--- config.mk ---
export PLATFORM = sky130hd
export DESIGN_NAME = diff_load_ctrl
export DESIGN_NICKNAME = d
export VERILOG_FILES = /design/src/rtl/diff_pkg.sv /design/src/rtl/diff_result_enc.sv /design/src/rtl/diff_load_ctrl.sv
export SDC_FILE = /design/constraint.sdc
export NUM_CORES = 1
export LEC_CHECK = 0
export ABC_AREA = 1
export CORE_MARGIN = 2
export CORE_UTILIZATION = 45
export DETAILED_ROUTE_END_ITERATION = 7
export GPL_TIMING_DRIVEN = 0
export MAX_ROUTING_LAYER = met4
export PLACE_DENSITY = 0.72
export RECOVER_POWER = 50
export SETUP_SLACK_MARGIN = 0.4
export SLEW_MARGIN = 20
export SYNTH_ARGS = -nofsm -noshare
export SYNTH_HDL_FRONTEND = slang
export SYNTH_SLANG_ARGS = --single-unit
--- constraint.sdc ---
create_clock -name clk -period 3.6 [get_ports clk]
set_clock_uncertainty 0.05 [all_clocks]
set_input_delay 0.36 -clock clk [delete_from_list [all_inputs] [get_ports clk]]
set_output_delay 0.36 -clock clk [all_outputs]
set_load 0.01 [all_outputs]
--- src/rtl/diff_pkg.sv ---
// Shared widths and state encoding for the serial front end of the nibble comparator.
package diff_pkg;

    localparam int NIB_W     = 4;
    localparam int NIBBLES   = 4;
    localparam int WORD_W    = NIB_W * NIBBLES;
    localparam int NIB_CNT_W = $clog2(NIBBLES);
    localparam int CNT_W     = $clog2(NIBBLES + 1);
    localparam int IDX_W     = $clog2(NIBBLES);

    typedef enum logic [2:0] {
        IDLE,
        LOAD_A,
        LOAD_B,
        SETTLE,
        DONE
    } state_t;

endpackage

--- src/rtl/diff_result_enc.sv ---
// Combinational summary of the comparator flags: popcount, all-equal and
// index of the most significant mismatching nibble.
module diff_result_enc
    import diff_pkg::*;
(
    input  logic [NIBBLES-1:0] d,
    output logic [CNT_W-1:0]   match_cnt,
    output logic               all_eq,
    output logic [IDX_W-1:0]   first_diff
);

    always_comb begin
        match_cnt = '0;
        for (int i = 0; i < NIBBLES; i++) begin
            match_cnt = match_cnt + CNT_W'(d[i]);
        end
    end

    assign all_eq = &d;

    // Ascending scan so the highest mismatching index is the last one written.
    always_comb begin
        first_diff = '0;
        for (int i = 0; i < NIBBLES; i++) begin
            if (!d[i]) begin
                first_diff = IDX_W'(i);
            end
        end
    end

endmodule

--- src/rtl/diff_load_ctrl.sv ---
// Loads A and B serially (MSB nibble first), holds them while the external
// comparator settles, then captures and holds the summarised result until acked.
module diff_load_ctrl
    import diff_pkg::*;
#(
    parameter int SETTLE_CYCLES = 4
) (
    input  logic               clk,
    input  logic               rst,
    input  logic               start,
    input  logic [NIB_W-1:0]   nib_in,
    input  logic               nib_valid,
    output logic               nib_ready,
    output logic [WORD_W-1:0]  A,
    output logic [WORD_W-1:0]  B,
    input  logic [NIBBLES-1:0] d,
    output logic               res_valid,
    input  logic               res_ack,
    output logic [CNT_W-1:0]   match_cnt,
    output logic               all_eq,
    output logic [IDX_W-1:0]   first_diff,
    output logic               busy
);

    // A zero settle time still needs one cycle for the comparator to see A/B.
    localparam int SETTLE_EFF = (SETTLE_CYCLES < 1) ? 1 : SETTLE_CYCLES;
    localparam int SET_W      = (SETTLE_EFF > 1) ? $clog2(SETTLE_EFF) : 1;
    localparam logic [SET_W-1:0]     SETTLE_LAST = SET_W'(SETTLE_EFF - 1);
    localparam logic [NIB_CNT_W-1:0] NIB_LAST    = NIB_CNT_W'(NIBBLES - 1);

    state_t                state_reg, state_next;
    logic [WORD_W-1:0]     a_reg, a_next;
    logic [WORD_W-1:0]     b_reg, b_next;
    logic [NIB_CNT_W-1:0]  nib_cnt_reg, nib_cnt_next;
    logic [SET_W-1:0]      settle_cnt_reg, settle_cnt_next;
    logic [CNT_W-1:0]      match_cnt_reg, match_cnt_next;
    logic                  all_eq_reg, all_eq_next;
    logic [IDX_W-1:0]      first_diff_reg, first_diff_next;
    logic                  res_valid_reg, res_valid_next;

    logic [CNT_W-1:0]      enc_match_cnt;
    logic                  enc_all_eq;
    logic [IDX_W-1:0]      enc_first_diff;

    diff_result_enc u_enc (
        .d          (d),
        .match_cnt  (enc_match_cnt),
        .all_eq     (enc_all_eq),
        .first_diff (enc_first_diff)
    );

    always_ff @(posedge clk or posedge rst) begin
        if (rst) begin
            state_reg      <= IDLE;
            a_reg          <= '0;
            b_reg          <= '0;
            nib_cnt_reg    <= '0;
            settle_cnt_reg <= '0;
            match_cnt_reg  <= '0;
            all_eq_reg     <= 1'b0;
            first_diff_reg <= '0;
            res_valid_reg  <= 1'b0;
        end else begin
            state_reg      <= state_next;
            a_reg          <= a_next;
            b_reg          <= b_next;
            nib_cnt_reg    <= nib_cnt_next;
            settle_cnt_reg <= settle_cnt_next;
            match_cnt_reg  <= match_cnt_next;
            all_eq_reg     <= all_eq_next;
            first_diff_reg <= first_diff_next;
            res_valid_reg  <= res_valid_next;
        end
    end

    always_comb begin
        state_next      = state_reg;
        a_next          = a_reg;
        b_next          = b_reg;
        nib_cnt_next    = nib_cnt_reg;
        settle_cnt_next = settle_cnt_reg;
        match_cnt_next  = match_cnt_reg;
        all_eq_next     = all_eq_reg;
        first_diff_next = first_diff_reg;
        res_valid_next  = res_valid_reg;
        nib_ready       = 1'b0;

        case (state_reg)
            IDLE: begin
                if (start) begin
                    state_next   = LOAD_A;
                    a_next       = '0;
                    b_next       = '0;
                    nib_cnt_next = '0;
                end
            end
            LOAD_A: begin
                nib_ready = 1'b1;
                if (nib_valid) begin
                    a_next = {a_reg[WORD_W-NIB_W-1:0], nib_in};
                    if (nib_cnt_reg == NIB_LAST) begin
                        state_next   = LOAD_B;
                        nib_cnt_next = '0;
                    end else begin
                        nib_cnt_next = nib_cnt_reg + 1'b1;
                    end
                end
            end
            LOAD_B: begin
                nib_ready = 1'b1;
                if (nib_valid) begin
                    b_next = {b_reg[WORD_W-NIB_W-1:0], nib_in};
                    if (nib_cnt_reg == NIB_LAST) begin
                        state_next      = SETTLE;
                        nib_cnt_next    = '0;
                        settle_cnt_next = '0;
                    end else begin
                        nib_cnt_next = nib_cnt_reg + 1'b1;
                    end
                end
            end
            SETTLE: begin
                if (settle_cnt_reg == SETTLE_LAST) begin
                    state_next      = DONE;
                    match_cnt_next  = enc_match_cnt;
                    all_eq_next     = enc_all_eq;
                    first_diff_next = enc_first_diff;
                    res_valid_next  = 1'b1;
                end else begin
                    settle_cnt_next = settle_cnt_reg + 1'b1;
                end
            end
            DONE: begin
                if (res_ack) begin
                    state_next     = IDLE;
                    res_valid_next = 1'b0;
                end
            end
            default: begin
                state_next = IDLE;
            end
        endcase
    end

    assign A          = a_reg;
    assign B          = b_reg;
    assign match_cnt  = match_cnt_reg;
    assign all_eq     = all_eq_reg;
    assign first_diff = first_diff_reg;
    assign res_valid  = res_valid_reg;
    assign busy       = (state_reg != IDLE);

endmodule

# --- After elaboration in Yosys (flattened, before gate mapping) ---
# Index checks and enable logic that the tools add are counted.
word_totals:
  register_bits: 46
  word_cells: 73
  output_inout_bits: 41
op_classes:
  n_mux: 28
  addsub: 5
  n_eq_ne: 15
  reduce_logical: 16
op_table:
  columns: ["cell", "count"]
  rows:
  - ["case mux 16 bit (2 select lines)", 2]
  - ["two-way mux 16 bit", 3]
  - ["two-way mux 3 bit", 7]
  - ["two-way mux 2 bit", 8]
  - ["!= test 2 bit, second input constant", 8]
  - ["case mux 3 bit (5 select lines)", 1]
  - ["AND reduction 3 bit", 4]
  - ["nonzero test 2 bit", 5]
  - ["case mux 2 bit (2 select lines)", 2]
  - ["AND reduction 4 bit", 2]
  - ["AND reduction 7 bit", 1]
  - ["adder 3 x 1 -> 3 bit", 2]
  - ["equality test 3 x 2 -> 1 bit, second input constant", 2]
  - ["adder 2 x 1 -> 2 bit, second input constant", 2]
  - ["equality test 2 bit, second input constant", 2]
  - ["two-way mux 1 bit", 4]
  - ["equality test 3 x 1 -> 1 bit, second input constant", 1]
  - ["equality test 3 bit, second input constant", 1]
  - ["zero test 3 bit", 1]
  - ["nonzero test 3 bit", 1]
  - ["adder 1 x 1 -> 2 bit", 1]
  - ["!= test 2 x 1 -> 1 bit, second input constant", 1]
  - ["case mux 1 bit (2 select lines)", 1]
  - ["AND reduction 2 bit", 1]
  - ["OR reduction 2 bit", 1]

# --- Depth between registers and ports, before layout ---
# Gate-level depths: netlist (run 1).
logic_depth:
  depth_word: 4
  ltp_mapped: 8
  depth_no_buf: 8

# --- Hierarchy ---
# A second synthesis (run 1) with hierarchy kept.
unflattened:
  hier_cells: 250
  area_unflattened_um2: 2198.4
modules_own_cells:
  columns: ["mod", "cells_per_inst", "area_each_um2", "seq_area_each_um2", "instances"]
  rows:
  - ["diff_load_ctrl", 236, 2098.3, 1151.1, 1]
  - ["diff_result_enc", 14, 100.1, 0.0, 1]

# --- Worst setup path before layout (run 1) ---
# Ideal clock, no wire load.
synth_path:
  path_type: "input port to flip-flop"
  from: "input d[0]"
  to: "register match_cnt_reg[1] (netlist: match_cnt[1])"
  slack_ps: 2070
  t_arrival_ps: 1364
  cell_stages: 5
  n_path_buf: 0
  setup_ps: 116
  cell_sequence: "ha_1 -> fa_1 -> ha_1 -> nand2_1 -> nand2_1"
synth_between:
  elab_chain_cells: 3
synth_rtl:
  columns: ["element", "line_no", "rtl"]
  rows:
  - ["start: declaration", "diff_load_ctrl.sv:16", "input logic [NIBBLES-1:0] d,"]
  - ["adder 1 x 1 -> 2 bit", "diff_result_enc.sv:15", "match_cnt = match_cnt + CNT_W'(d[i]);"]
  - ["adder 3 x 1 -> 3 bit (2 in series)", "diff_result_enc.sv:15", null]
  - ["net enc_match_cnt[1]", "diff_load_ctrl.sv:41", "logic [CNT_W-1:0] enc_match_cnt;"]
  - ["end signal: assignment", "diff_load_ctrl.sv:69", "match_cnt_reg <= match_cnt_next;"]
  - ["end: declaration", "diff_load_ctrl.sv:36", "logic [CNT_W-1:0] match_cnt_reg, match_cnt_next;"]
# The timed path passes the listed nets, and every way through them passes these cells.
# A chain may end at the register's enable or synchronous reset.

# --- Worst setup path in the final report (run 1) ---
layout_path:
  from: "register state_reg[0]"
  to: "output nib_ready"
layout_between:
  elab_chain_cells: 3
  word_cells_on_any_way: 4
  classes_between: "eq/ne (2); mux (1); reduce/logical (1)"
layout_rtl:
  columns: ["element", "line_no", "rtl"]
  rows:
  - ["start: declaration", "diff_load_ctrl.sv:31", "state_t state_reg, state_next;"]
  - ["start signal: assignment", "diff_load_ctrl.sv:64", "state_reg <= state_next;"]
  - ["equality test 3 x 2 -> 1 bit / equality test 3 x 1 -> 1 bit (equally long branches)", "diff_load_ctrl.sv:88", "case (state_reg)"]
  - ["OR reduction 2 bit (no line) *", null, null]
  - ["two-way mux 1 bit *", "diff_load_ctrl.sv:88", null]
  - ["end: declaration", "diff_load_ctrl.sv:13", "output logic nib_ready,"]
# Mark *: on every way between the ends. The rest lies on a longest branch, timed or not.

==> flow_metrics.tcl, run 1 <==
set metrics [dict create \
    violations "capacitance limit, slew limit" \
    hpwl_um 3389 \
    num_io_pins 54 \
    arrival_ps 2170 \
    die_w_um 74.08 \
    antenna_found_initial 0 \
    cts_hold_buf 0 \
    timing.rr.end "B[1]$_DFFE_PP0P_" \
    period_share_pct 71.59 \
    final_hold_viol_count 0 \
    grt_pass1_vias 1684 \
    place_congestion 0.7694 \
    drv_slew 30 \
    cts_made_buffers 5 \
    synth.ff_latch_count 46 \
    clk_pin_slew_worst_paths_ps 80 \
    die_h_um 74.08 \
    wl_per_cell_um 12.54 \
    dp_slack_ps 1561 \
    avgViaCountPerCell 4.806 \
    grt.total_usage_pct 18.88 \
    core.rowCount 25 \
    yosysSeqAreaShare_pct 52.10 \
    path_class "reg -> out" \
    syn_inst 243 \
    cts_root_buffer "clkbuf_8" \
    async_flop_share_pct 100.0 \
    leakage_nw 1.364 \
    grt_pass1_wl_um 7679 \
    cts_resized 0 \
    setup_tns_ps 0 \
    r2r_slack_ps 1370 \
    num_antenna_cells 0 \
    start_kind "flip-flop" \
    drc 0 \
    ys_warn_count 0 \
    drt_wl_total_um 4651 \
    drtIter0Drc 100 \
    clockBufferDepth 2 \
    fin_nets 322 \
    detail-route-antenna-nets 0 \
    synth_ff_type "dfrtp_1" \
    ir_drop_mv 0.4461 \
    final_util_pct 60.26 \
    cellPowerDensity_nw_per_um2 732.6 \
    coreArea_um2 4723 \
    htree_levels 2 \
    min_path_type "reg -> reg" \
    syn_nets 261 \
    fp.dieArea_um2 5487 \
    worst_r2r_startpoint "state_reg[0]$_DFFE_PP0P_" \
    cts_setup_buffers 0 \
    synth_area_um2 2210 \
    drive_gt1_share_pct 11.51 \
    fillCellCount 436 \
    crit_start "state_reg[0]$_DFFE_PP0P_" \
    setup_viol 0 \
    vias 1783 \
    synth_edf_count 0 \
    whs_ps 433.7 \
    synthTopCellsByArea "dfrtp_1 52%, nand2_1 15%, o21ai_2 6.3%, nand3_1 5.4%, o21ai_1 3.4%" \
    crit_path_end_kind "output pin" \
    synth_most_common_cell "nand2_1" \
    cp-endpoint "nib_ready" \
    tightest_slew_ps 1547 \
    synth_top_area_cell "dfrtp_1" \
    yosysUniqueCellTypes 24 \
    max_cap_violations 1 \
    setup_slack_ps 1023 \
    outcome "finished with violations" \
    grt-ovfl-total 0 \
    avgSynthCellArea_um2 9.093 \
    io_buffers 53 \
    path_max_fanout 10 \
    grt_setup_unrepaired "no" \
    max_freq_ghz 0.3880 \
    firstDrtPassIters 4 \
    grt_max_degree 30 \
    worstSkewPairLatency_ps 300 \
    tritoncts "yes" \
    relSlewSlack_pct -3.102 \
    synth_top_area_share_pct 52.10 \
    initial_core_util_pct 46.78 \
    fin_crit_ps 2577 \
    cts_sinks 46 \
    synthTopCellsByCount "86 x nand2_1, 46 x dfrtp_1, 24 x nand3_1, 16 x o21ai_2, 15 x o21ai_1" \
    required_ps 3190 \
    area_growth_syn_to_layout_pct 28.82 \
    ff2ff_path_depth 8 \
]
==> cells in the final DEF, fill, tap and decap left out <==
cell | Yosys | final
a21oi_1 | 1 | 1
buf_2 | 3 | 3
buf_4 | 2 | 1
buf_6 | 4 | 3
clkbuf_1 | 0 | 4
clkbuf_8 | 0 | 5
clkdlybuf4s50_1 | 0 | 52
clkinv_1 | 0 | 1
clkinvlp_2 | 0 | 1
clkinvlp_4 | 0 | 1
dfrtp_1 | 46 | 46
dlygate4sd3_1 | 0 | 1
fa_1 | 1 | 1
ha_1 | 4 | 4
inv_1 | 10 | 14
nand2_1 | 86 | 88
nand2_2 | 4 | 2
nand3_1 | 24 | 25
nand3_2 | 1 | 1
nand3_4 | 2 | 1
nor2_1 | 5 | 8
nor2_2 | 1 | 1
o21a_1 | 1 | 1
o21ai_0 | 7 | 8
o21ai_1 | 15 | 14
o21ai_2 | 16 | 16
o31ai_1 | 1 | 1
==> layer usage <==
metal / GRT usage [%] / wire, um
met1: 23.59 / 2193
met2: 30.36 / 2242
met3: 2.981 / 119
met4: 8.283 / 97
met5: - / 0
==> through the flow <==
step                      power [W]  cells  instance area [um2]
after floorplan            0.001444    243                 2210
after global placement     0.001848    363                 2824
after detailed placement   0.001872    364                 2844
after CTS                  0.002180    371                 2924
after global routing       0.002244    371                 2846
final                      0.002085    371                 2846
==> logic make-up (layout without fill, tap and decap cells) <==
group / Yosys count / in the layout / share of synthesized area [%]
compound gates: 41 / 41 / 12.23
fa+ha+maj: 5 / 5 / 3.171
buf+inv: 25 / 86 / 6.229
flops: 46 / 46 / 52.09
simple gates: 126 / 126 / 26.27
==> how the worst min path moves through the flow <==
| stage | from | endpoint | slack [ps] | depth (start not counted) |
|---|---|---|---|---|
| 2_1_floorplan | nib_cnt_reg[1]$_DFFE_PP0P_ | nib_cnt_reg[1]$_DFFE_PP0P_ | 410 | 2 |
| 3_3_place_gp | match_cnt[2]$_DFFE_PP0P_ | match_cnt[2]$_DFFE_PP0P_ | 410 | 2 |
| 3_5_place_dp | match_cnt[2]$_DFFE_PP0P_ | match_cnt[2]$_DFFE_PP0P_ | 410 | 2 |
| 4_1_cts | rst | B[4]$_DFFE_PP0P_ | 320 | 2 |
| 5_1_grt | match_cnt[0]$_DFFE_PP0P_ | match_cnt[0]$_DFFE_PP0P_ | 460 | 2 |
| 6_report | B[15]$_DFFE_PP0P_ | B[15]$_DFFE_PP0P_ | 430 | 2 |
==> layout make-up <==
type	count	area, um2	area share (%)
Inverter	16	61.31	2.154
Clock inverter	1	7.507	0.2637
Timing Repair Buffer	54	534.3	18.77
Sequential cell	46	1151	40.44
Buffer	9	63.81	2.242
Multi-Input combinational cell	172	872.1	30.64
Clock buffer	6	72.57	2.549
Tap cell	67	83.83	2.945
==> worst max-delay path, cell delays in order, from the launching register on <==
cell	delay, ps
dfrtp_1	440
clkbuf_1	370
clkinv_1	150
nand2_1	140
nand3_1	80
inv_1	130
clkdlybuf4s50_1	560
==> power by group <==
part / switching [W] / leakage, nW / internal [W]
clock: 0.000168 / 0.0373 / 0.000133
sequential: 0.000112 / 0.602 / 0.000654
combinational: 0.000581 / 0.725 / 0.000436
No activity file was read; power rests on OpenSTA's default activity.
==> run 2: changes to the inputs <==
==> constraint.sdc (replaced) <==
create_clock -name clk -period 2.58 [get_ports clk]
set_clock_uncertainty 0.05 [all_clocks]
set_input_delay 0.258 -clock clk [delete_from_list [all_inputs] [get_ports clk]]
set_output_delay 0.258 -clock clk [all_outputs]
set_load 0.01 [all_outputs]
==> run 2 against run 1 <==
Net effect: the run now ends clean; final cell count grew 0.27%; register-to-register slack lost 850 ps; core utilization grew 0.93 points; clock-buffer cell count is the same; sequential power grew 38%; die area is the same.
==> flow_metrics.tcl, run 2 (synthesized netlist as in run 1, its figures left out) <==
set metrics [dict create \
    cts_made_buffers 5 \
    grt-ovfl-total 0 \
    drc 0 \
    antenna_found_initial 0 \
    grt_max_degree 30 \
    crit_start "state_reg[0]$_DFFE_PP0P_" \
    tightest_slew_ps 713.6 \
    wl_per_cell_um 12.53 \
    cts_sinks 46 \
    detail-route-antenna-nets 0 \
    grt_pass1_vias 1684 \
    grt_pass1_wl_um 7679 \
    grt_setup_unrepaired "no" \
    period_share_pct 79.83 \
    routed.top_layer "met4" \
    worstSkewPairLatency_ps 300 \
    place_congestion 0.7694 \
    avgViaCountPerCell 4.790 \
    drt_wl_total_um 4660 \
    leakage_nw 1.394 \
    crit_path_end_kind "flip-flop" \
    fillCellCount 425 \
    final_util_pct 61.19 \
    fin_crit_ps 2060 \
    coreArea_um2 4723 \
    path_class "reg -> reg" \
    cts_hold_buf 0 \
    max_freq_ghz 0.4855 \
    path_max_fanout 10 \
    fin_nets 323 \
    worst_r2r_startpoint "state_reg[0]$_DFFE_PP0P_" \
    setup_viol 0 \
    whs_ps 428.2 \
    final_common_cell "nand2_1" \
    relSlewSlack_pct 52.43 \
    wl_met1_um 2199 \
    ir_drop_mv 0.6383 \
    met3WireLength_um 110 \
    area_growth_syn_to_layout_pct 30.80 \
    htree_levels 2 \
    outcome "finished clean" \
    max_cap_violations 0 \
    arrival_ps 2250 \
    drtIter0Drc 97 \
    drv_slew 0 \
    required_ps 2770 \
    start_kind "flip-flop" \
    hpwl_um 3389 \
    num_antenna_cells 0 \
    min_path_type "in -> async" \
    vias 1782 \
    io_buffers 53 \
    num_io_pins 54 \
    mostFrequentLayoutCells "87 x nand2_1, 45 x dfrtp_1, 42 x clkdlybuf4s50_1, 25 x nand3_1, 16 x o21ai_2" \
    clockBufferDepth 2 \
    fp.dieArea_um2 5487 \
    cts_root_buffer "clkbuf_8" \
    final_hold_viol_count 0 \
    die_h_um 74.08 \
    drive_gt1_share_pct 15.08 \
    grt.total_usage_pct 18.88 \
    firstDrtPassIters 4 \
    cellPowerDensity_nw_per_um2 1031 \
    die_w_um 74.08 \
    clk_pin_slew_worst_paths_ps 90 \
    initial_core_util_pct 46.78 \
    core.rowCount 25 \
    tritoncts "yes" \
    setup_tns_ps 0 \
    met2_wirelength_um 2252 \
    power.total_w 0.002979 \
]
==> run 2: per-stage QoR <==
stage,instances,cell area [um2],setup WS [ps]
2_1_floorplan,243,2210,1152
4_1_cts,371,2925,460.6
5_1_grt,372,2890,337.6
3_3_place_gp,363,2824,237.9
6_report,372,2890,520.3
3_5_place_dp,364,2844,643.3
==> run 2: layout make-up <==
class	count	area [um2]	share of cell area (%)
sequential	46	1152	39.87
multi-input combinational	172	898.4	31.08
timing repair buffer	55	539.3	18.66
tap	67	83.83	2.900
buffer	9	75.07	2.597
clock buffer	6	72.57	2.511
inverter	16	61.31	2.121
clock inverter	1	7.507	0.2597
==> run 2: what timing repair did <==
item / in CTS / in global routing
resized for setup: 1 / 0
endpoints found under the setup margin: 1 / 1
setup buffers: 0 / 1
pin swaps: 0 / 0
==> run 2: final timing paths <==
path / to / slack (ps) / cells after the start
min in group clk: B[15]$_DFFE_PP0P_ / 430 / 2
worst min register to register: B[15]$_DFFE_PP0P_ / 430 / 2
worst max register to register: A[1]$_DFFE_PP0P_ / 520 / 8
max in group asynchronous: state_reg[0]$_DFFE_PP0P_ / 870 / 3
worst max-delay path: A[1]$_DFFE_PP0P_ / 520 / 8
worst min-delay path: B[4]$_DFFE_PP0P_ / 430 / 2
==> run 2: critical path, cell delays in order (launching register included) <==
cell        delay [ps]
dfrtp_2            360
clkbuf_1           250
nor2_1             110
nand3_1            230
clkinvlp_2         420
nor2_8             260
buf_6              160
nand3_1             90
nand2_1             70
==> run 2: layer usage <==
layer / vias to the layer above / track usage, %
li1: 914 / -
met1: 828 / 23.59
met2: 31 / 30.36
met4: 0 / 8.283
met3: 9 / 2.981
met5: - / -
==> run 2: where the power goes <==
part / leakage (nW) / total [W] / internal (W) / switching [W]
logic: 0.756 / 0.00150 / 0.000644 / 0.000852
clock network: 0.0373 / 0.000419 / 0.000186 / 0.000233
registers: 0.601 / 0.00106 / 0.000914 / 0.000148
==> run 3: changes to the inputs <==
==> constraint.sdc (replaced) <==
create_clock -name clk -period 1.92 [get_ports clk]
set_clock_uncertainty 0.05 [all_clocks]
set_input_delay 0.192 -clock clk [delete_from_list [all_inputs] [get_ports clk]]
set_output_delay 0.192 -clock clk [all_outputs]
set_load 0.01 [all_outputs]
==> run 3 against run 2 <==
Net effect: first-iteration DRC count increased by 58%; core utilization is 8.3 points higher; wire length rose by 13%; final area rose by 14%; sequential cell count unchanged; register-to-register slack worse by 170 ps; final cell count increased by 6.2%; largest power group unchanged; highest routed layer unchanged.
==> flow_metrics.tcl, run 3 (synthesized netlist as in run 1, its figures left out) <==
set metrics [dict create \
    outcome "finished clean" \
    detail-route-antenna-nets 0 \
    avgViaCountPerCell 4.894 \
    start_kind "input pin" \
    setup_viol 0 \
    mostFrequentLayoutCells "80 x nand2_1, 44 x dfrtp_1, 37 x clkdlybuf4s50_1, 19 x buf_4, 16 x o21ai_2" \
    grt_pass1_wl_um 7886 \
    clockBufferDepth 2 \
    htree_levels 2 \
    fillCellCount 370 \
    grt.total_usage_pct 19.40 \
    coreArea_um2 4723 \
    setup_tns_ps 0 \
    fp.dieArea_um2 5487 \
    period_share_pct 84.51 \
    num_antenna_cells 0 \
    cts_made_buffers 5 \
    core.rowCount 25 \
    relSlewSlack_pct 52.40 \
    vias 1933 \
    num_io_pins 54 \
    drc 0 \
    drv_slew 0 \
    final_hold_viol_count 0 \
    hpwl_um 3389 \
    tightest_slew_ps 713.2 \
    drt_wl_total_um 5252 \
    max_freq_ghz 0.6163 \
    setup_slack_ps 297.4 \
    crit_path_end_kind "flip-flop" \
    grt-ovfl-total 0 \
    antenna_found_initial 0 \
    die_w_um 74.08 \
    max_cap_violations 0 \
    place_congestion 0.7694 \
    grt_pass1_vias 1716 \
    grt_setup_unrepaired "yes" \
    ir_drop_mv 0.9042 \
    required_ps 2060 \
    cts_root_buffer "clkbuf_8" \
    die_h_um 74.08 \
    initial_core_util_pct 46.78 \
    drive_gt1_share_pct 28.96 \
    dp_slack_ps 49.27 \
    fin_crit_ps 1623 \
    path_class "in -> reg" \
    min_path_type "in -> reg" \
    wl_per_cell_um 13.30 \
    grt_max_degree 30 \
    whs_path_depth 4 \
    final_common_cell "nand2_1" \
    leakage_nw 1.564 \
    path_max_fanout 1 \
    cellPowerDensity_nw_per_um2 1460 \
    clk_pin_slew_worst_paths_ps 80 \
    area_growth_syn_to_layout_pct 48.64 \
    arrival_ps 1770 \
    ff2ff_path_depth 10 \
    fin_nets 346 \
    cts_sinks 46 \
    worstSkewPairLatency_ps 300 \
    firstDrtPassIters 4 \
    tritoncts "yes" \
    io_buffers 53 \
    drtIter0Drc 153 \
]
==> run 3: cell types whose count changed in the layout (fill, tap and decap cells not counted), moves of 3 or more <==
cell / before / now
nand2_2: 3 / 8
nor2_4: 1 / 4
nand3_2: 1 / 12
nand2_1: 87 / 80
nor2_1: 6 / 3
buf_4: 2 / 19
clkdlybuf4s50_1: 42 / 37
nand3_1: 25 / 13
buf_6: 4 / 9
clkdlybuf4s25_1: 0 / 3
==> run 3: area by class of cell <==
class / count / area, um2 / area share [%]
Clock inverter: 1 / 7.507 / 0.2286
Sequential cell: 46 / 1154 / 35.12
Clock buffer: 6 / 72.57 / 2.210
Multi-Input combinational cell: 172 / 1018 / 31.01
Inverter: 16 / 67.56 / 2.057
Buffer: 9 / 100.1 / 3.048
Timing Repair Buffer: 78 / 780.7 / 23.77
Tap cell: 67 / 83.83 / 2.552
==> run 3: path summary, 6_finish.rpt <==
path / from / to / slack, ps
hold / removal: d[1] / first_diff[0]$_DFFE_PP0P_ / 310
min in group asynchronous: rst / B[4]$_DFFE_PP0P_ / 380
setup / recovery: d[0] / match_cnt[1]$_DFFE_PP0P_ / 300
max in group asynchronous: rst / state_reg[0]$_DFFE_PP0P_ / 820
hold reg to reg: B[15]$_DFFE_PP0P_ / B[15]$_DFFE_PP0P_ / 430
setup reg to reg: state_reg[0]$_DFFE_PP0P_ / B[7]$_DFFE_PP0P_ / 350
==> run 3: layer usage <==
layer | vias up | global-route usage, % | routed length [um]
met5 | - | - | 0
met4 | 0 | 7.273 | 76
met3 | 7 | 2.846 | 175
met2 | 49 | 31.85 | 2656
met1 | 925 | 24.35 | 2345
li1 | 952 | - | -
==> run 3: repair_timing <==
| item | 4_1_cts | 5_1_grt |
|---|---|---|
| pin swaps | 4 | 10 |
| endpoints found under the setup margin | 15 | 37 |
| hold buffers | 0 | 0 |
| gates cloned | 2 | 1 |
| buffers inserted | 9 | 12 |
| endpoints found under the hold margin | 0 | 0 |
| gates resized for setup | 21 | 34 |
==> run 3: metrics by stage <==
stage / utilization (%) / total power, W / hold slack (ps) / cell area [um2] / instances
2_1_floorplan: - / 0.002707 / 282.8 / 2210 / 243
3_3_place_gp: 59.79 / 0.003466 / 413.7 / 2824 / 363
3_5_place_dp: 60.21 / 0.003509 / 413.9 / 2844 / 364
4_1_cts: 65.25 / 0.004403 / 156.6 / 3082 / 382
5_1_grt: 69.54 / 0.005105 / 312.4 / 3284 / 395
6_report: 69.54 / 0.004796 / 311.3 / 3284 / 395
==> run 3: worst max-delay path, stage by stage <==
cell and delay [ps]:
dlygate4sd3_1 560, ha_1 300, fa_2 330, ha_1 270, nand2_1 70, nand2_1 50
==> run 3: report_power, final <==
group          total (W)  internal, W  leakage, nW  switching, W
Sequential       0.00144      0.00123        0.600      0.000211
Combinational    0.00278      0.00137        0.927       0.00141
Clock           0.000570     0.000250       0.0373      0.000320
==> patch 1, RTL diff (config.mk and constraints of run 3) <==
`NIBBLES`: 4 -> 2.
--- a/src/rtl/diff_pkg.sv
+++ b/src/rtl/diff_pkg.sv
@@ -3,5 +3,5 @@
 
     localparam int NIB_W     = 4;
-    localparam int NIBBLES   = 4;
+    localparam int NIBBLES   = 2;
     localparam int WORD_W    = NIB_W * NIBBLES;
     localparam int NIB_CNT_W = $clog2(NIBBLES);
Ports: changed (5 resized); port bits go from 54 to 34. The function was not compared with the original's and may differ.
==> patch 1 against run 3 <==
Area after synthesis shrank 45%. Critical endpoint is now settle_cnt_reg[1]$_DFFE_PP0P_. Power decreased by 49%. Routed wire length down 45%. Sequential cell count down 20. Cell area fell by 46%. Largest cell class unchanged. Die area shrank 43%. Setup slack improved by 0.012 ns.
==> patch 1: results <==
[status]
status = "finished, final reports clean"

[synth]
yosysMostFrequentCell = "nand2_1"
synth.distinct_cells = 19
synth_fa_ha_area_share_pct = 2.05
ys_seq_area_share_pct = 53.3
async_reset_ff_share_pct = 100
synth_common_cells = "nand2_1 (41), dfrtp_1 (26), inv_1 (20), o21ai_0 (18), nand3_1 (9)"
synthTopCellsByArea = "dfrtp_1 (53%), nand2_1 (13%), o21ai_0 (7.4%)"
syn_nets = 152
synth_mux_area_share_pct = 1.85
synth_compound_area_share_pct = 9.03
ys.flop_type = "dfrtp_1"
netlist_instances = 139
ys_ff_latch = 26

[power_and_ir_drop]
ir_drop_uv = 950
leakage_nw = 0.881
p_int_mw = 1.46

[worst_setup_path]
path_delay_family = "simple AND/OR/NAND/NOR gates"
crit_fanout = 4
slowest_stage = "dfrtp_2"
critPathMaxStageDelay_ns = 0.42
crit_arrival_ns = 1.77

[drt]
wl_met1_mm = 1.27
highest_layer = "met4"
dr.first_iter.drc_count = 28
met3_length_um = 140
drt_pass1_iterations = 6
wl_mm = 2.91
vias = 1111
route.met2.wl_mm = 1.47

[global_route]
grt_use_met3_pct = 2.79
grt_pass1_vias = 1024
track_usage_pct = 17.9
use_met2_pct = 29.7
met1_usage_pct = 22.4
grt_max_degree = 27
antenna_found_initial = 0
grt_first_pass_wirelength_mm = 4.45

[cts]
numCtsBuffers = 3
htreeDepth = 1
clock-root-buffer = "clkbuf_4"
clockBufferDepth = 2
path_clk_slew_ns = 0.13

[placed_design]
postPlaceCellArea_mm2 = 0.00159
dp.cells = 202
dp_hpwl_mm = 1.83
port_buffers = 33
pre_cts_ws_ns = 0.209
gp_congestion = 0.799

[cells_and_area]
final_nets = 207
diodes = 0
final_cells = 222
drive_above_1_share_pct = 24.0

[hold_path]
hold_path_class = "in2async"

[sta]
relSlewSlack_pct = 40.9
[patch 1: changes by cell type in the layout (fill, tap and decap cells not counted), sizes merged, moves of 2 or more]
cell,change
clkdlybuf4s25,+7
nand2,-48
dlygate4sd3,-9
buf,-13
clkdlybuf4s50,-18
nand3b,+2
mux2,+2
dfrtp,-20
nand3,-16
inv,+3
o21ai,-17
clkbuf,-4
ha,-2
[patch 1: worst paths after layout]
kind / depth (start not counted) / slack [ns] / startpoint / to
worst max-delay path: 9 / 0.31 / state_reg[1]$_DFFE_PP0P_ / settle_cnt_reg[1]$_DFFE_PP0P_
worst min-delay path: 2 / 0.34 / rst / A[2]$_DFFE_PP0P_
worst max register to register: 9 / 0.31 / state_reg[1]$_DFFE_PP0P_ / settle_cnt_reg[1]$_DFFE_PP0P_
worst min register to register: 2 / 0.44 / res_valid$_DFFE_PP0P_ / res_valid$_DFFE_PP0P_
max in group asynchronous: 2 / 1.03 / rst / state_reg[2]$_DFFE_PP0P_
min in group clk: 3 / 0.40 / nib_in[1] / B[1]$_DFFE_PP0P_
[patch 1: timing repair]
item                                    in CTS  in global routing
setup buffers                               10                  7
endpoints found under the setup margin       5                 32
endpoints found under the hold margin        0                  0
gates resized for setup                     14                 24
pin swaps                                    2                  5
hold buffers                                 0                  0
[patch 1: power groups by stage]
stage          registers [mW]  clock network, mW  logic [mW]
6_report                0.829              0.219        1.42
5_1_grt                 0.847              0.252        1.54
4_1_cts                 0.825              0.225        1.23
3_5_place_dp            0.844                  0        1.08
3_3_place_gp            0.836                  0        1.06
2_1_floorplan           0.883                  0       0.577
[patch 1: layout make-up]
type                    instances  area (um^2)
fillers                       222          739
clock buffers                   3         22.5
flip-flops and latches         26          653
well taps                      30         37.5
multi-input cells              91          517
plain buffers                   2         12.5
inverters                      20         80.1
repair buffers                 50          460
==> patch 2, RTL diff (settings of run 3) <==
Without the edit above. Put one more register stage on the output `match_cnt`, with the module's reset. The value now appears one clock later. The other outputs are not delayed to match.
--- a/src/rtl/diff_load_ctrl.sv
+++ b/src/rtl/diff_load_ctrl.sv
@@ -28,4 +28,6 @@
     localparam logic [SET_W-1:0]     SETTLE_LAST = SET_W'(SETTLE_EFF - 1);
     localparam logic [NIB_CNT_W-1:0] NIB_LAST    = NIB_CNT_W'(NIBBLES - 1);
+
+    logic [CNT_W-1:0] match_cnt_d;
 
     state_t                state_reg, state_next;
@@ -145,5 +147,5 @@
     assign A          = a_reg;
     assign B          = b_reg;
-    assign match_cnt  = match_cnt_reg;
+    assign match_cnt_d = match_cnt_reg;
     assign all_eq     = all_eq_reg;
     assign first_diff = first_diff_reg;
@@ -151,4 +153,12 @@
     assign busy       = (state_reg != IDLE);
 
+    always_ff @(posedge clk or posedge rst) begin
+        if (rst) begin
+            match_cnt <= '0;
+        end else begin
+            match_cnt <= match_cnt_d;
+        end
+    end
+
 endmodule
 
Behaviour: no difference found for any inputs over 10 cycles, from zero or initial values and one cycle with rst high; that may be too few to reach the edited logic, so the function may still have changed.
==> patch 2 against run 3 <==
Area after synthesis up 6.1%. Cell area up 4.1%. Sequential cell count up 3. Cell count up 2.5%. Global-route usage down 1.1 points. Maximum frequency up 2.7%. Via count down 2.0%. Power down 9.2%. Routed wire length down 3.2%. Setup slack better by 0.043 ns. Critical path depth up 2. Critical path type is now reg2reg. Critical endpoint is now first_diff[1]$_DFFE_PP0P_. Largest power group unchanged.
==> patch 2: results <==
[synth]
ys_seq_area_share_pct = 52.3
synth_fa_ha_area_share_pct = 2.99
yosysWarnings = 0
synth_mux_area_share_pct = 0
async_reset_ff_share_pct = 100
syn_nets = 263
synth_common_cells = "nand2_1 (76), dfrtp_1 (49), inv_1 (27), o21ai_2 (26), nand2_2 (11)"
synth_compound_area_share_pct = 12.6
synth.distinct_cells = 25
synthTopCellsByArea = "dfrtp_1 (52%), nand2_1 (12%), o21ai_2 (9.7%)"
synthXorXnorAreaFrac_pct = 0

[placed_design]
pre_cts_ws_ns = 0.0486
dp_hpwl_mm = 3.19
port_buffers = 53
gp_congestion = 0.822

[drt]
dr.first_iter.drc_count = 75
drt_pass1_iterations = 4
post_drt_wl_per_cell_um = 12.6
routed_via_density = 4.68

[hold_path]
hold_path_depth = 4
hold_path_class = "in2reg"

[cells_and_area]
drive_above_1_share_pct = 31.3
diodes = 0
fillers = 443
final_nets = 352

[global_route]
track_usage_pct = 18.3
grt_first_pass_wirelength_mm = 8.25
grt_pass1_vias = 1743
grt_max_degree = 32

[cts]
htreeDepth = 2
clock_latency_ns = 0.31
clockBufferDepth = 2
path_clk_slew_ns = 0.09
numCtsBuffers = 5

[worst_setup_path]
crit_fanout = 8
crit_arrival_ns = 1.73
rr_worst_depth = 8

[power_and_ir_drop]
pg_clk_uw = 755
seq_power_share_pct = 30.8
swShare_pct = 38.2
leakage_nw = 1.62
ir_drop_uv = 643

[status]
status = "finished, final reports clean"

[sta]
relSlewSlack_pct = 48.9
patch 2: cell count changes in the layout (fill, tap and decap cells not counted), moves of 4 or more:
cell / run 3 / this run
clkdlybuf4s50_1: 37 / 33
o21ai_2: 16 / 26
inv_1: 11 / 27
dlygate4sd3_1: 10 / 1
o21ai_0: 7 / 2
nand2_1: 80 / 75
buf_4: 19 / 26
clkdlybuf4s25_1: 3 / 12
dfrtp_1: 44 / 48
o21ai_1: 15 / 9
nand3_2: 12 / 1
buf_6: 9 / 5
patch 2: critical path, stage by stage (launching register included):
cell	delay (ns)
dfrtp_1	0.35
buf_6	0.13
buf_4	0.13
nand2_1	0.08
nor2_4	0.12
nand2_1	0.18
inv_1	0.21
nand3_1	0.12
o21a_1	0.12
patch 2: logic make-up after synthesis:
kind of cell | Yosys count
AOI/OAI and AO/OA | 39
adders and majority gates | 5
buffers and inverters | 38
DFF | 49
and+or+nand+nor | 114
patch 2: what timing repair did:
action                     in CTS  in global routing
gates cloned                    0                  2
gates resized for setup        19                 34
buffers inserted                8                 18
pin swaps                       4                  7
setup endpoints to repair      16                 54
patch 2: worst paths after layout:
| path | start | to | slack [ns] |
|---|---|---|---|
| worst max-delay path | state_reg[0]$_DFFE_PP0P_ | first_diff[1]$_DFFE_PP0P_ | 0.34 |
| worst min-delay path | d[1] | first_diff[0]$_DFFE_PP0P_ | 0.24 |
| worst max register to register | state_reg[0]$_DFFE_PP0P_ | first_diff[1]$_DFFE_PP0P_ | 0.34 |
| worst min register to register | match_cnt_d[0]$_DFFE_PP0P_ | match_cnt[0]$_DFF_PP0_ | 0.33 |
| max in group asynchronous | rst | A[7]$_DFFE_PP0P_ | 0.80 |
| min in group asynchronous | rst | match_cnt_d[1]$_DFFE_PP0P_ | 0.39 |
patch 2: stage by stage:
| step | cell area [um^2] | instances | setup TNS [ns] | hold WS, ns | power [mW] |
|---|---|---|---|---|---|
| global placement | 2960 | 368 | -25.43 | 0.311 | 3.08 |
| CTS | 3180 | 385 | 0 | 0.142 | 4.01 |
| detailed placement | 2980 | 369 | 0 | 0.315 | 3.12 |
| finish | 3420 | 405 | 0 | 0.240 | 4.36 |
| floorplan | 2340 | 245 | 0 | 0.284 | 2.53 |
| global route | 3420 | 405 | 0 | 0.293 | 4.63 |
patch 2: cell type report:
cell class,instances,area share (%)
buffer,8,3.22
clock buffer,5,2.01
clock inverter,3,1.28
inverter,30,3.44
multi-input combinational,158,28.7
sequential,49,35.9
tap,70,2.56
timing repair buffer,82,22.9
patch 2: metal layers:
layer  global-route usage (%)  routed length [um]  vias up
li1                         -                   -      942
met1                     22.2                2210      897
met2                     29.8                2540       44
met3                     4.15                 232       12
met4                     7.09                  97        0
met5                        -                   0        -
